===== src/rtl/weight_load_ctrl.sv =====
// weight_load_ctrl: sequences a kernel-weight load from a valid/ready source into a
// weight store.
// - Each accepted weight is written one cycle later at the next counter address.
// - The final write coincides with a one-cycle o_done pulse.
// - o_loaded stays high until the next accepted start.
// Optional feature: define WEIGHT_CSUM_EN to add o_csum, the modulo-256 sum of the
// weights accepted since the last accepted start.
module weight_load_ctrl #(
  parameter int unsigned N_W = 25
) (
  input  logic       i_clk,
  input  logic       i_rst_n,
  input  logic       i_start,
  input  logic       i_abort,
  input  logic       i_w_valid,
  input  logic [7:0] i_w,
  output logic       o_w_ready,
  output logic       o_wr_en,
  output logic [4:0] o_addr,
  output logic [7:0] o_w,
  output logic       o_busy,
  output logic       o_done,
  output logic       o_loaded
`ifdef WEIGHT_CSUM_EN
  ,
  output logic [7:0] o_csum
`endif
);

  typedef enum logic [1:0] {StIdle, StLoad, StDone} state_e;

  localparam logic [4:0] LastIdx = 5'(N_W - 1);

  state_e     state_q, state_d;
  logic [4:0] cnt_q, cnt_d;
  logic       wr_en_q, wr_en_d;
  logic [4:0] addr_q, addr_d;
  logic [7:0] w_q, w_d;
  logic       done_q, done_d;
  logic       loaded_q, loaded_d;
  logic       start_acc;
  logic       transfer;

  // Ready is a pure state decode so the source may wait on it before raising valid
  assign o_w_ready = (state_q == StLoad);
  assign o_busy    = (state_q == StLoad);
  assign o_wr_en   = wr_en_q;
  assign o_addr    = addr_q;
  assign o_w       = w_q;
  assign o_done    = done_q;
  assign o_loaded  = loaded_q;

  // Abort in LOAD suppresses any transfer offered in the same cycle
  assign start_acc = (state_q == StIdle) && i_start && !i_abort;
  assign transfer  = (state_q == StLoad) && i_w_valid && !i_abort;

  // Next-state, counter and registered write-port outputs
  always_comb begin
    state_d  = state_q;
    cnt_d    = cnt_q;
    wr_en_d  = 1'b0;
    addr_d   = addr_q;
    w_d      = w_q;
    done_d   = 1'b0;
    loaded_d = loaded_q;
    unique case (state_q)
      StIdle: begin
        if (start_acc) begin
          state_d  = StLoad;
          cnt_d    = 5'd0;
          loaded_d = 1'b0;
        end
      end
      StLoad: begin
        if (i_abort) begin
          state_d = StIdle;
        end else if (transfer) begin
          wr_en_d = 1'b1;
          addr_d  = cnt_q;
          w_d     = i_w;
          cnt_d   = cnt_q + 5'd1;
          // Last weight: DONE, o_done and o_loaded all land with the final strobe
          if (cnt_q == LastIdx) begin
            state_d  = StDone;
            done_d   = 1'b1;
            loaded_d = 1'b1;
          end
        end
      end
      StDone: begin
        state_d = StIdle;
      end
      default: begin
        state_d = StIdle;
      end
    endcase
  end

  // State and output registers, cleared asynchronously
  always_ff @(posedge i_clk or negedge i_rst_n) begin
    if (!i_rst_n) begin
      state_q  <= StIdle;
      cnt_q    <= 5'd0;
      wr_en_q  <= 1'b0;
      addr_q   <= 5'd0;
      w_q      <= 8'd0;
      done_q   <= 1'b0;
      loaded_q <= 1'b0;
    end else begin
      state_q  <= state_d;
      cnt_q    <= cnt_d;
      wr_en_q  <= wr_en_d;
      addr_q   <= addr_d;
      w_q      <= w_d;
      done_q   <= done_d;
      loaded_q <= loaded_d;
    end
  end

`ifdef WEIGHT_CSUM_EN
  logic [7:0] csum_q, csum_d;

  assign o_csum = csum_q;

  // Running checksum: cleared by an accepted start, accumulates each transfer
  always_comb begin
    csum_d = csum_q;
    if (start_acc) begin
      csum_d = 8'd0;
    end else if (transfer) begin
      csum_d = csum_q + i_w;
    end
  end

  // Checksum register
  always_ff @(posedge i_clk or negedge i_rst_n) begin
    if (!i_rst_n) begin
      csum_q <= 8'd0;
    end else begin
      csum_q <= csum_d;
    end
  end
`endif

endmodule


===== config.mk =====
export PLATFORM = sky130hd
export DESIGN_NAME = weight_load_ctrl
export DESIGN_NICKNAME = d
export VERILOG_FILES = /design/src/rtl/weight_load_ctrl.sv
export SDC_FILE = /design/constraint.sdc
export NUM_CORES = 1
export LEC_CHECK = 0
export BUFFER_PORTS_ARGS = -buffer_cell sky130_fd_sc_hd__buf_2
export CAP_MARGIN = 30
export CORE_MARGIN = 2
export CORE_UTILIZATION = 49
export DETAILED_ROUTE_END_ITERATION = 10
export HOLD_SLACK_MARGIN = 0.12
export PLACE_DENSITY = 0.86
export SLEW_MARGIN = 20
export SYNTH_ARGS = -nofsm -noshare
export SYNTH_HDL_FRONTEND = slang
export SYNTH_SLANG_ARGS = --single-unit
export TNS_END_PERCENT = 100

===== constraint.sdc =====
create_clock -name i_clk -period 1.8 [get_ports i_clk]
set_clock_uncertainty 0.15 [all_clocks]
set_input_delay 0.27 -clock i_clk [delete_from_list [all_inputs] [get_ports i_clk]]
set_output_delay 0.27 -clock i_clk [all_outputs]
set_load 0.02 [all_outputs]

==> impl_metrics.csv <==
group,metric,value,unit
sta,fmax,0.6146,GHz
pwr,p_int,854.9,uW
clocking,cts_setup_buffers,0,
layout,antenna_cells,0,
global_routing,grt_pass1_vias,778,
routing,avgRoutedWirePerCell,13.59,um
floorplan,die-width,49.76,um
clocking,cts_tree,"built",
sta,setup_viol,0,
placed_design,dpl_cell_area,0.001200,mm^2
worst_setup_path,crit_path_max_fanout,9,
sta,rsz0062_at_grt,"no",
worst_setup_path,end_kind,"flip-flop",
sta,hold_violations,0,
routing,ant_nets,0,
status,status,"complete, no violations",
sta,hold_ws,191.7,ps
placed_design,routabilityCongestion,0.8532,
global_routing,busiest_layer,"met2",
sta,finalSetupTns,0,ps
logic_synthesis,avgSynthCellArea,14.05,um^2
global_routing,grt_util_met1,0.2166,
clocking,h-tree-depth,1,
routing,drt-vias-per-instance,5.135,
logic_synthesis,synth.top_cell.area_share,0.5610,
logic_synthesis,synth_top_cell_by_area,"dfrtp_1",
logic_synthesis,synth-simple-area-share,0.1329,
pwr,powerDensity,934.7,mW/mm^2
clocking,clk_pin_slew_worst_paths,110,ps
sta,finalCritPeriodShare,0.9039,
routing,routed_wl,1.916,mm
logic_synthesis,netlist_area,0.001026,mm^2
floorplan,std_cell_rows,16,
global_routing,gr-usage-met2,0.3267,
worst_setup_path,start_kind,"flip-flop",
placed_design,io_buffer_count,30,
sta,max-slew-margin-rel,0.6721,
pwr,clkPwrFrac,0.182,
floorplan,die_area,0.002476,mm^2
routing,drc_errors,0,
worst_setup_path,path_class,"reg2reg",
global_routing,grt_pass1_wl,3.408,mm
logic_synthesis,ys_types,23,
pwr,swShare,0.3052,
pwr,switchingPower,375.5,uW
pwr,leakage,0.0006699,uW
global_routing,gr-usage-all-layers,0.1808,
global_routing,grt.overflow.total,0,
logic_synthesis,synth_fa_ha_area_frac,0.02439,
sta,drv_slew,0,
min_path,hp-class,"in2reg",
placed_design,dp_hpwl,1.395,mm
logic_synthesis,synth_xor_area_frac,0,
clocking,cts_max_path_buffers,2,
logic_synthesis,yosys-top-cells-area,"dfrtp_1 56%, mux2_2 8.8%, mux2_4 8.8%",
logic_synthesis,synthesis.instances,73,
layout,stdcell_area,0.001316,mm^2
routing,vias,724,
pwr,seq_power_share,0.525,
sta,worst_pin_slew,491.9,ps
routing,drtIter0Drc,14,
global_routing,grt_max_degree,24,
pwr,combPwrFrac,0.294,
logic_synthesis,ys_warn_count,0,
layout,finish.net_count,130,
clocking,cts_resized,0,
clocking,cts_hold_buf,9,
logic_synthesis,ys_seq_area_frac,0.5610,
sta,final.min_clock_period,1627,ps
worst_setup_path,worst-endpoint-arrival,1670,ps
global_routing,grtUsageMet3,0.03333,
floorplan,coreArea,0.001962,mm^2
floorplan,die_h,49.76,um
logic_synthesis,ys_ff_latch,23,
pwr,peakVddDrop,0.6781,mV
layout,fin_util,0.6709,
floorplan,initial_core_util,0.5230,
logic_synthesis,muxShareOfSynthArea,0.2146,
worst_setup_path,crit_required,1840,ps
routing,drt-pass1-iter-count,4,
clocking,clock_latency,290,ps
clocking,cts_made_buffers,3,
layout,syn2layout_area_growth,28.29,%
clocking,clock-root-buffer,"clkbuf_4",
layout,fillCellCount,162,
global_routing,antenna_found_initial,0,
logic_synthesis,synth_top_family_by_area,"multiplexers",
pwr,power,1230,uW
logic_synthesis,syn_nets,88,
clocking,clock_sinks,23,
logic_synthesis,synth_compound_area_frac,0.02073,
floorplan,ios,31,
job,cap_violations,0,
layout,layout-drive-gt1-share,0.4474,
-- cell usage after synthesis --
library cell,instances
nor4_1,2
nor2_1,1
mux2_2,8
buf_12,1
o21a_1,1
o21ai_0,1
nor4bb_1,1
mux2_4,6
buf_2,1
nand2_1,4
and4_4,1
a22o_1,1
and4_1,2
dfrtp_1,23
nor2b_1,2
ha_1,2
mux2i_1,4
and3b_1,1
nand2b_1,4
or4b_1,1
inv_1,2
buf_4,2
nand3_1,2
-- power groups by stage --
stage          logic, uW  registers, uW  clock network [uW]
2_1_floorplan        142            740                   0
3_3_place_gp         338            652                   0
3_5_place_dp         347            657                   0
4_1_cts              364            646                 228
5_1_grt              391            660                 246
6_report             361            646                 223
-- final cells by class --
type | count | area, um^2 | area share
tap | 27 | 33.78 | 0.02567
sequential | 23 | 575.6 | 0.4373
inverter | 2 | 7.507 | 0.005703
clock buffer | 4 | 26.28 | 0.01996
timing repair buffer | 41 | 255.2 | 0.1939
multi-input combinational | 44 | 417.9 | 0.3175
-- kinds of logic after synthesis --
kind of cell	Yosys count
AO/OA/AOI/OAI	3
adder cells (fa/ha/maj)	2
buffers and inverters	6
flip-flops	23
multiplexers	18
AND/OR/NAND/NOR	21
-- layer usage --
metal	part of all wire	wire length (um)
met1	0.43	832
met5	0	0
met4	0.0078	15
met3	0.063	121
met2	0.49	946
-- state kept, by name, summed over array words and instances (netlist names) --
register	count
cnt_q	5
o_addr	5
o_done	1
o_loaded	1
o_w	8
o_wr_en	1
state_q	2
-- worst max-delay path, cell delays in order (launching register included) --
cell and delay, ps:
dfrtp_1 470, nor4bb_4 330, buf_4 230, mux2_2 340
-- cells in the final DEF, fill, tap and decap left out --
cell type      Yosys  final
o21ai_0            1      1
inv_1              2      2
nor2_1             1      1
and4_4             1      1
nand3_1            2      2
and4_1             2      2
dfrtp_1           23     23
nor4bb_4           0      1
dlygate4sd3_1      0      9
ha_1               2      2
o21a_1             1      1
nand2b_1           4      4
a22o_1             1      1
nor2b_1            2      2
clkbuf_4           0      3
nand2_1            4      4
and3b_1            1      1
mux2i_1            4      4
mux2_4             6      6
nor4_1             2      2
buf_4              2      2
buf_2              1     30
clkbuf_1           0      1
or4b_1             1      1
mux2_2             8      8
-- through the flow --
step / cells / setup slack [ps]
floorplan: 73 / 254.7
global placement: 128 / 227.6
global route: 141 / 85.95
detailed placement: 128 / 188.3
CTS: 141 / 165.8
finish: 141 / 173.0
-- worst paths after layout --
path | slack [ps] | to | cells past startpoint | from
worst max register to register | 170 | o_addr[3]$_DFFE_PN0P_ | 3 | state_q[1]$_DFFE_PN0P_
worst min-delay path | 190 | cnt_q[3]$_DFFE_PN0P_ | 3 | i_abort
worst max-delay path | 170 | o_addr[3]$_DFFE_PN0P_ | 3 | state_q[1]$_DFFE_PN0P_
max in group asynchronous | 850 | o_wr_en$_DFF_PN0_ | 2 | i_rst_n
min in group asynchronous | 310 | o_loaded$_DFFE_PN0P_ | 2 | i_rst_n
worst min register to register | 350 | o_loaded$_DFFE_PN0P_ | 1 | o_loaded$_DFFE_PN0P_
Note: power is estimated with default switching activity, not from simulation.
